--- src/rtl/b2bcd_seq.sv ---
// Sequential binary-to-BCD converter (double dabble), STEP shift-add3 iterations per clock,
// with signed/unsigned operands, saturating overflow and valid/ready handshakes on both sides.
module b2bcd_seq #(
   parameter int WIDTH = 8,
   parameter int DIGIT = 3,
   parameter int STEP  = 1
) (
   input  logic                 clk,
   input  logic                 rst,
   input  logic                 in_valid,
   output logic                 in_ready,
   input  logic                 in_signed,
   input  logic [WIDTH-1:0]     in_data,
   output logic                 out_valid,
   input  logic                 out_ready,
   output logic [DIGIT*4-1:0]   out_bcd,
   output logic                 out_neg,
   output logic                 out_ovf
);

   localparam int N  = WIDTH / STEP;
   localparam int CW = (N > 1) ? $clog2(N) : 1;
   localparam logic [CW-1:0] LAST = CW'(N - 1);

   typedef enum logic [1:0] {IDLE, CONV, DONE} state_t;

   state_t               r_state;
   state_t               w_next;
   logic [WIDTH-1:0]     r_bin;
   logic [DIGIT*4-1:0]   r_bcd;
   logic                 r_neg;
   logic                 r_ovf;
   logic [CW-1:0]        r_cnt;

   logic [WIDTH-1:0]     w_bin;
   logic [DIGIT*4-1:0]   w_bcd;
   logic                 w_ovf;

   always_ff @(posedge clk) begin
      if (rst) r_state <= IDLE;
      else     r_state <= w_next;
   end

   always_comb begin
      w_next = r_state;
      case (r_state)
         IDLE:    if (in_valid)       w_next = CONV;
         CONV:    if (r_cnt == LAST)  w_next = DONE;
         DONE:    if (out_ready)      w_next = IDLE;
         default:                     w_next = IDLE;
      endcase
   end

   // STEP unrolled iterations; a 1 leaving the top digit means the value no longer fits
   always_comb begin
      w_bin = r_bin;
      w_bcd = r_bcd;
      w_ovf = r_ovf;
      for (int s = 0; s < STEP; s++) begin
         for (int d = 0; d < DIGIT; d++) begin
            if (w_bcd[d*4 +: 4] >= 4'd5) w_bcd[d*4 +: 4] = w_bcd[d*4 +: 4] + 4'd3;
         end
         w_ovf = w_ovf | w_bcd[DIGIT*4-1];
         w_bcd = {w_bcd[DIGIT*4-2:0], w_bin[WIDTH-1]};
         w_bin = {w_bin[WIDTH-2:0], 1'b0};
      end
   end

   always_ff @(posedge clk) begin
      if (rst) begin
         r_bin <= '0;
         r_bcd <= '0;
         r_neg <= 1'b0;
         r_ovf <= 1'b0;
         r_cnt <= '0;
      end else begin
         case (r_state)
            IDLE: begin
               if (in_valid) begin
                  r_bin <= (in_signed && in_data[WIDTH-1]) ? -in_data : in_data;
                  r_neg <= in_signed & in_data[WIDTH-1];
                  r_bcd <= '0;
                  r_ovf <= 1'b0;
                  r_cnt <= '0;
               end
            end
            CONV: begin
               r_bin <= w_bin;
               r_bcd <= w_bcd;
               r_ovf <= w_ovf;
               r_cnt <= (r_cnt == LAST) ? '0 : r_cnt + 1'b1;
            end
            default: ;
         endcase
      end
   end

   assign in_ready  = (r_state == IDLE);
   assign out_valid = (r_state == DONE);
   assign out_bcd   = r_ovf ? {DIGIT{4'd9}} : r_bcd;
   assign out_neg   = r_neg;
   assign out_ovf   = r_ovf;

endmodule

--- config.mk ---
export PLATFORM = sky130hd
export DESIGN_NAME = b2bcd_seq
export DESIGN_NICKNAME = d
export VERILOG_FILES = /design/src/rtl/b2bcd_seq.sv
export SDC_FILE = /design/constraint.sdc
export NUM_CORES = 1
export LEC_CHECK = 0
export ABC_CLOCK_PERIOD_IN_PS = 2100
export CAP_MARGIN = 20
export CORE_MARGIN = 1
export CORE_UTILIZATION = 28
export CTS_CLUSTER_DIAMETER = 120
export DETAILED_ROUTE_END_ITERATION = 8
export GPL_TIMING_DRIVEN = 0
export PLACE_DENSITY_LB_ADDON = 0.15
export SYNTH_ARGS = -nofsm -noshare
export SYNTH_HDL_FRONTEND = slang
export SYNTH_SLANG_ARGS = --single-unit
--- constraint.sdc ---
create_clock -name clk -period 2.1 [get_ports clk]
set_clock_uncertainty 0.1 [all_clocks]
set_input_delay 0.315 -clock clk [delete_from_list [all_inputs] [get_ports clk]]
set_output_delay 0.315 -clock clk [all_outputs]
set_load 0.02 [all_outputs]
==> metrics.cfg, run 1 <==
[run_status]
status = completed

[global_routing]
grt_pass1_vias = 1201
grt_pass1_wl_um = 5885
groute.usage.overall_pct = 14.02
antenna_found_initial = 0
grt_max_degree = 15
overflow = 0

[placement]
place_congestion = 0.7394
dp_hpwl_um = 2603
io_buffer_count = 27

[timing]
min_period_ps = 1936
rsz0062_at_grt = no
period_share_pct = 92.18
max_freq_mhz = 516.6
tns_ps = 0
worst_pin_slew_ps = 592.7
whs_ps = 358.6
slew_viol_final = 0
timing.final.hold_violations = 0
setup_violations = 0
slew_headroom_pct = 60.32

[worst_setup_path]
arrival_ps = 1520
worst_ep_required_time_ps = 1680
worst-path-max-fanout = 10
worstSetupStartpointType = flip-flop
crit_path_end_kind = output port
worstSetupPathType = flip-flop to output port

[logic_synthesis]
syn_inst = 178
synth_xor_area_share_pct = 3.509
syn_avg_cell_area_um2 = 8.414
netlist.area_leader.share_pct = 36.09
yosys-top-cells-area = dfxtp_1, ha_1, a21oi_1
synthesis.yosys.warnings = 0
synth_mux_area_share_pct = 2.757
synth_compound_area_share_pct = 21.72
synth-edff-count = 0
synth_area_mm2 = 0.001498
synth_flop_cell = dfxtp_1
yosysUniqueCellTypes = 37
yosys.area_share.simple_pct = 23.56
ys_seq_area_share_pct = 36.09
async_flop_share_pct = 0
yosys-top-cells-count = dfxtp_1, nor2_1, a21oi_1
synthAdderAreaFrac_pct = 7.519
synth-seq-cells = 27
yosysMostFrequentCell = dfxtp_1
yosys.area.top_type = dfxtp_1
syn_nets = 200
synth_top_family_by_area = simple AND/OR/NAND/NOR gates

[die]
core_area_mm2 = 0.005140
placementRows = 26
initial_utilization_pct = 29.14
io_pins = 29
die-area_mm2 = 0.005645
die_h_um = 75.14
die_w_um = 75.14

[clock_tree]
cts_sinks = 27
clockRootBuffer = clkbuf_8
cts_tree = yes
clk_latency_ps = 270
cts_max_path_buffers = 2
htree_num_levels = 1
postCtsSetupRepairBufs = 0
numCtsBuffers = 3
clk_pin_slew_worst_paths_ps = 90

[route]
vias_per_cell = 4.789
drc = 0
antenna_left = 0
routedWlPerCell_um = 12.83
via_count = 1336
drt-total-wl_um = 3579
drtIter0Drc = 92
firstDrtPassIters = 4

[final_layout]
n_antenna_cell = 0
fin_util_pct = 37.27
final_nets = 232
syn2layout_area_growth_pct = 27.90
num-fill-cells = 573
layout-drive-gt1-share_pct = 7.177

[min_path]
hold_path_class = flip-flop to flip-flop

[run]
cap_violations = 0

[power_and_ir_drop]
ir_worst_vdd_uv = 332.7
p_leak_uw = 0.0008405
power_density_mw_per_mm2 = 507.3

==> worst paths after layout <==
| path | from | endpoint | slack, ps | depth (start not counted) |
|---|---|---|---|---|
| setup reg to reg | r_bcd[4] | r_bcd[8] | 520 | 6 |
| hold / removal | out_neg | out_neg | 360 | 2 |
| hold reg to reg | out_neg | out_neg | 360 | 2 |
| setup / recovery | out_ovf | out_bcd[5] | 160 | 3 |
==> power breakdown <==
| group | total, uW | switching (uW) | internal, uW |
|---|---|---|---|
| clock network | 294 | 158 | 136 |
| logic | 140 | 78.4 | 61.7 |
| registers | 538 | 11.0 | 527 |
| total | 972 | 247 | 725 |
==> flip-flops by register name, indices dropped and copies added, names as in the netlist <==
| name | flops |
|---|---|
| r_bin | 8 |
| out_neg | 1 |
| r_state | 2 |
| r_cnt | 3 |
| r_bcd | 12 |
| out_ovf | 1 |
==> cells by family (layout without fill, tap and decap cells) <==
logic type / Yosys count / count (layout)
buffers and inverters: 16 / 47
XOR/XNOR: 6 / 6
AO/OA/AOI/OAI: 49 / 49
flip-flops: 27 / 27
multiplexers: 4 / 4
adder cells (fa/ha/maj): 9 / 9
AND/OR/NAND/NOR: 67 / 67
==> worst max-delay path, stage by stage, from the launching register on <==
cell and delay [ps]:
dfxtp_1 360, clkbuf_4 200, nor2_1 100, clkdlybuf4s50_1 600
==> layout by cell type, fill, tap and decap left out, drive strengths merged <==
cell type      synthesis  routed
a22o                   6       6
and2b                  1       1
nand3                  7       7
o21bai                 1       1
or2                    6       6
a222oi                 3       3
nor3                   7       7
nor4b                  1       1
mux2i                  3       3
xnor2                  5       5
inv                    9       9
nand2                  8       8
a21oi                 17      17
ha                     9       9
or3                    1       1
o311ai                 1       1
nand3b                 2       2
clkdlybuf4s50          0      21
dlymetal6s2s           0       5
o21ai                  9       9
a211o                  1       1
dlygate4sd2            0       1
nand2b                 5       5
nor2                  18      18
xor2                   1       1
nor2b                  5       5
clkbuf                 4       8
a21o                   1       1
o221ai                 1       1
buf                    3       3
nor3b                  4       4
dfxtp                 27      27
mux2                   1       1
o21a                   1       1
a22oi                  8       8
and2                   2       2
==> timing repair <==
item | CTS | global route
endpoints found under the setup margin | 9 | 5
resized for setup | 2 | 7
cloned | 0 | 0
hold buffers | 0 | 0
==> layer usage <==
layer  up-vias  GRT usage (%)  wire length, um
met2        31          23.22             1702
met5         -              0                0
met3         2          3.213              155
li1        694              -                -
met1       609          18.64             1697
met4         0          3.086               23
==> per-stage QoR <==
step,std cells,power [uW],cell area (um2),setup slack (ps)
after global placement,275,692.4,1856,37.05
after floorplan,178,630.6,1498,662.9
after global routing,279,1030,1916,41.67
after detailed placement,275,690.6,1856,46.49
after CTS,279,987.8,1901,1.856
final,279,971.8,1916,164.2
==> area by class of cell <==
type,instances,area [um2],area share [%]
Multi-Input combinational cell,135,884.6,46.18
Clock buffer,4,45.04,2.351
Tap cell,70,87.58,4.572
Buffer,7,42.54,2.221
Timing Repair Buffer,27,281.5,14.70
Inverter,9,33.78,1.764
Sequential cell,27,540.5,28.22
Note: power is estimated with default switching activity, not from simulation.
==> run 2: changes to the inputs <==
--- a/config.mk
+++ b/config.mk
@@ -5,12 +5,13 @@
 export SDC_FILE = /design/constraint.sdc
 export NUM_CORES = 1
 export LEC_CHECK = 0
-export ABC_CLOCK_PERIOD_IN_PS = 2100
+export ABC_CLOCK_PERIOD_IN_PS = 2200
 export CAP_MARGIN = 20
 export CORE_MARGIN = 1
 export CORE_UTILIZATION = 28
 export CTS_CLUSTER_DIAMETER = 120
 export DETAILED_ROUTE_END_ITERATION = 8
+export DONT_BUFFER_PORTS = 1
 export GPL_TIMING_DRIVEN = 0
 export PLACE_DENSITY_LB_ADDON = 0.15
 export SYNTH_ARGS = -nofsm -noshare
==> constraint.sdc (replaced) <==
create_clock -name clk -period 2.2 [get_ports clk]
set_clock_uncertainty 0.1 [all_clocks]
set_input_delay 0.33 -clock clk [delete_from_list [all_inputs] [get_ports clk]]
set_output_delay 0.33 -clock clk [all_outputs]
set_load 0.02 [all_outputs]
==> run 2 against run 1 <==
  * Sequential power is 4.3% lower
  * Critical path depth fell by 1
  * Clock power decreased by 3%
  * Final area fell by 15%
  * Critical endpoint is now out_bcd[8]
  * Largest cell class unchanged
==> metrics.cfg, run 2 (synthesis results as in run 1) <==
[clock_tree]
postCtsSetupRepairBufs = 0  ; unchanged
clk_latency_ps = 280  ; about the same
cts_sinks = 27  ; unchanged
cts_tree = yes
cts_hold_buf = 0  ; unchanged
htree_num_levels = 1  ; unchanged
numCtsBuffers = 3  ; unchanged
clk_pin_slew_worst_paths_ps = 100  ; about the same
cts_max_path_buffers = 2  ; unchanged
clockRootBuffer = clkbuf_8
cts_resized = 0  ; -2

[die]
die_w_um = 75.14  ; unchanged
placementRows = 26  ; unchanged
die-area_mm2 = 0.005645  ; unchanged
initial_utilization_pct = 29.14  ; unchanged
die_h_um = 75.14  ; unchanged
io_pins = 29  ; unchanged
core_area_mm2 = 0.005140  ; unchanged

[timing]
setup_violations = 0  ; unchanged
timing.final.hold_violations = 0  ; unchanged
tns_ps = 0  ; unchanged
period_share_pct = 84.34
slew_headroom_pct = 64.18  ; +3.9 points
whs_ps = 89.62  ; -269.0 ps
slew_viol_final = 0  ; unchanged
worst_pin_slew_ps = 535.0  ; -57.68 ps
rsz0062_at_grt = no
max_freq_mhz = 538.9
min_period_ps = 1856

[final_layout]
final_nets = 205  ; -12%
syn2layout_area_growth_pct = 8.939
largest_reg_flops = 12  ; unchanged
regMostFlops = r_bcd
layout_commonest_cell = dfxtp_1
top_regs = r_bcd (12), r_bin (8), r_cnt (3)
num-fill-cells = 591  ; +3.1%
final_cell_mix = dfxtp_1, nor2_1, a21oi_1, inv_1, ha_1
n_antenna_cell = 0  ; unchanged
layout-drive-gt1-share_pct = 8.242  ; +1.1 points

[power_and_ir_drop]
ir_worst_vdd_uv = 400.3  ; +20%
p_sw_uw = 233.9  ; -5.4%
p_sw_share_pct = 25.92  ; +0.49 points
power_density_mw_per_mm2 = 553.1  ; +9.0%
share_comb_of_total_power_pct = 11.3  ; -3.1 points
p_leak_uw = 0.0006430  ; -23%
intPower_uw = 668.5  ; -7.7%
power.share.sequential_pct = 57.1  ; +1.7 points
clkPwrFrac_pct = 31.7  ; +1.5 points
total_power_uw = 902.4  ; -7.1%

[min_path]
hold_path_class = input pin to flip-flop
holdPathEnd = r_bin[0]
min_delay_path_depth = 2  ; unchanged
hp-start = in_data[0]

[route]
via_count = 1305  ; -2.3%
antenna_left = 0  ; unchanged
routedWlPerCell_um = 14.23  ; +11%
vias_per_cell = 5.179  ; +8.1%
drt-total-wl_um = 3586  ; +0.20%
drc = 0  ; unchanged
firstDrtPassIters = 4  ; unchanged
drtIter0Drc = 57  ; -38%

[global_routing]
grt_max_degree = 16  ; +1
antenna_found_initial = 0  ; unchanged
grt_pass1_vias = 1186  ; -1.2%
groute.usage.overall_pct = 13.76  ; -0.26 points
overflow = 0  ; unchanged
grt_pass1_wl_um = 5761  ; -2.1%

[worst_setup_path]
reg2reg_depth = 4  ; -2
worst-path-max-fanout = 10  ; unchanged
worstSetupStartpointType = flip-flop
worstSetupPathType = flip-flop to output port
arrival_ps = 1430  ; -90 ps
crit_path_end_kind = output port
r2r_setup_slack_ps = 550  ; +30 ps
worst_ep_required_time_ps = 1770  ; +90 ps
timing.rr.end = r_bin[5]
r2r_start = r_state[0]

[placement]
place_congestion = 0.7865  ; +6.4%
io_buffer_count = 0  ; -100%
dp_hpwl_um = 2616  ; +0.49%

[run]
cap_violations = 0  ; unchanged

[run_status]
status = completed

-- run 2: worst max path at each step --
stage / cells past startpoint / end / from
6_report: 2 / out_bcd[8] / out_ovf
5_1_grt: 2 / out_bcd[0] / out_ovf
4_1_cts: 2 / out_bcd[8] / out_ovf
3_5_place_dp: 4 / r_bin[5] / r_state[0]
3_3_place_gp: 4 / r_bin[5] / r_state[1]
2_1_floorplan: 5 / r_bin[1] / in_data[0]
-- run 2: worst max-delay path: stages, from the launching register on --
cell	delay [ps]
dfxtp_1	530
clkbuf_1	370
or2_2	250
-- run 2: power by group through the flow --
stage / Sequential [uW] / Combinational [uW] / Clock, uW
2_1_floorplan: 523 / 78.8 / 0
3_3_place_gp: 526 / 102 / 0
3_5_place_dp: 526 / 104 / 0
4_1_cts: 515 / 105 / 297
5_1_grt: 517 / 116 / 324
6_report: 515 / 102 / 286
-- run 2: final cells by class --
type	count	area [um2]	share of cell area, %
multi-input combinational	135	884.6	54.22
buffer	7	38.79	2.377
inverter	9	33.78	2.071
sequential	27	540.5	33.13
tap	70	87.58	5.368
clock buffer	3	41.29	2.531
clock inverter	1	5.005	0.3067
-- run 2: metal layers --
metal | global-route usage, % | wire (um)
met1 | 18.54 | 1741
met2 | 21.52 | 1591
met3 | 3.481 | 167
met4 | 4.527 | 86
met5 | 0 | 0
-- run 2: stage by stage --
stage               util (%)  instance area, um2  setup WS (ps)  instances
CTS                    31.74                1632          316.4        252
floorplan                  -                1498          747.9        178
global placement       30.84                1585          577.4        248
detailed placement     30.84                1585          541.1        248
finish                 31.74                1632          344.5        252
global route           31.74                1632          259.0        252
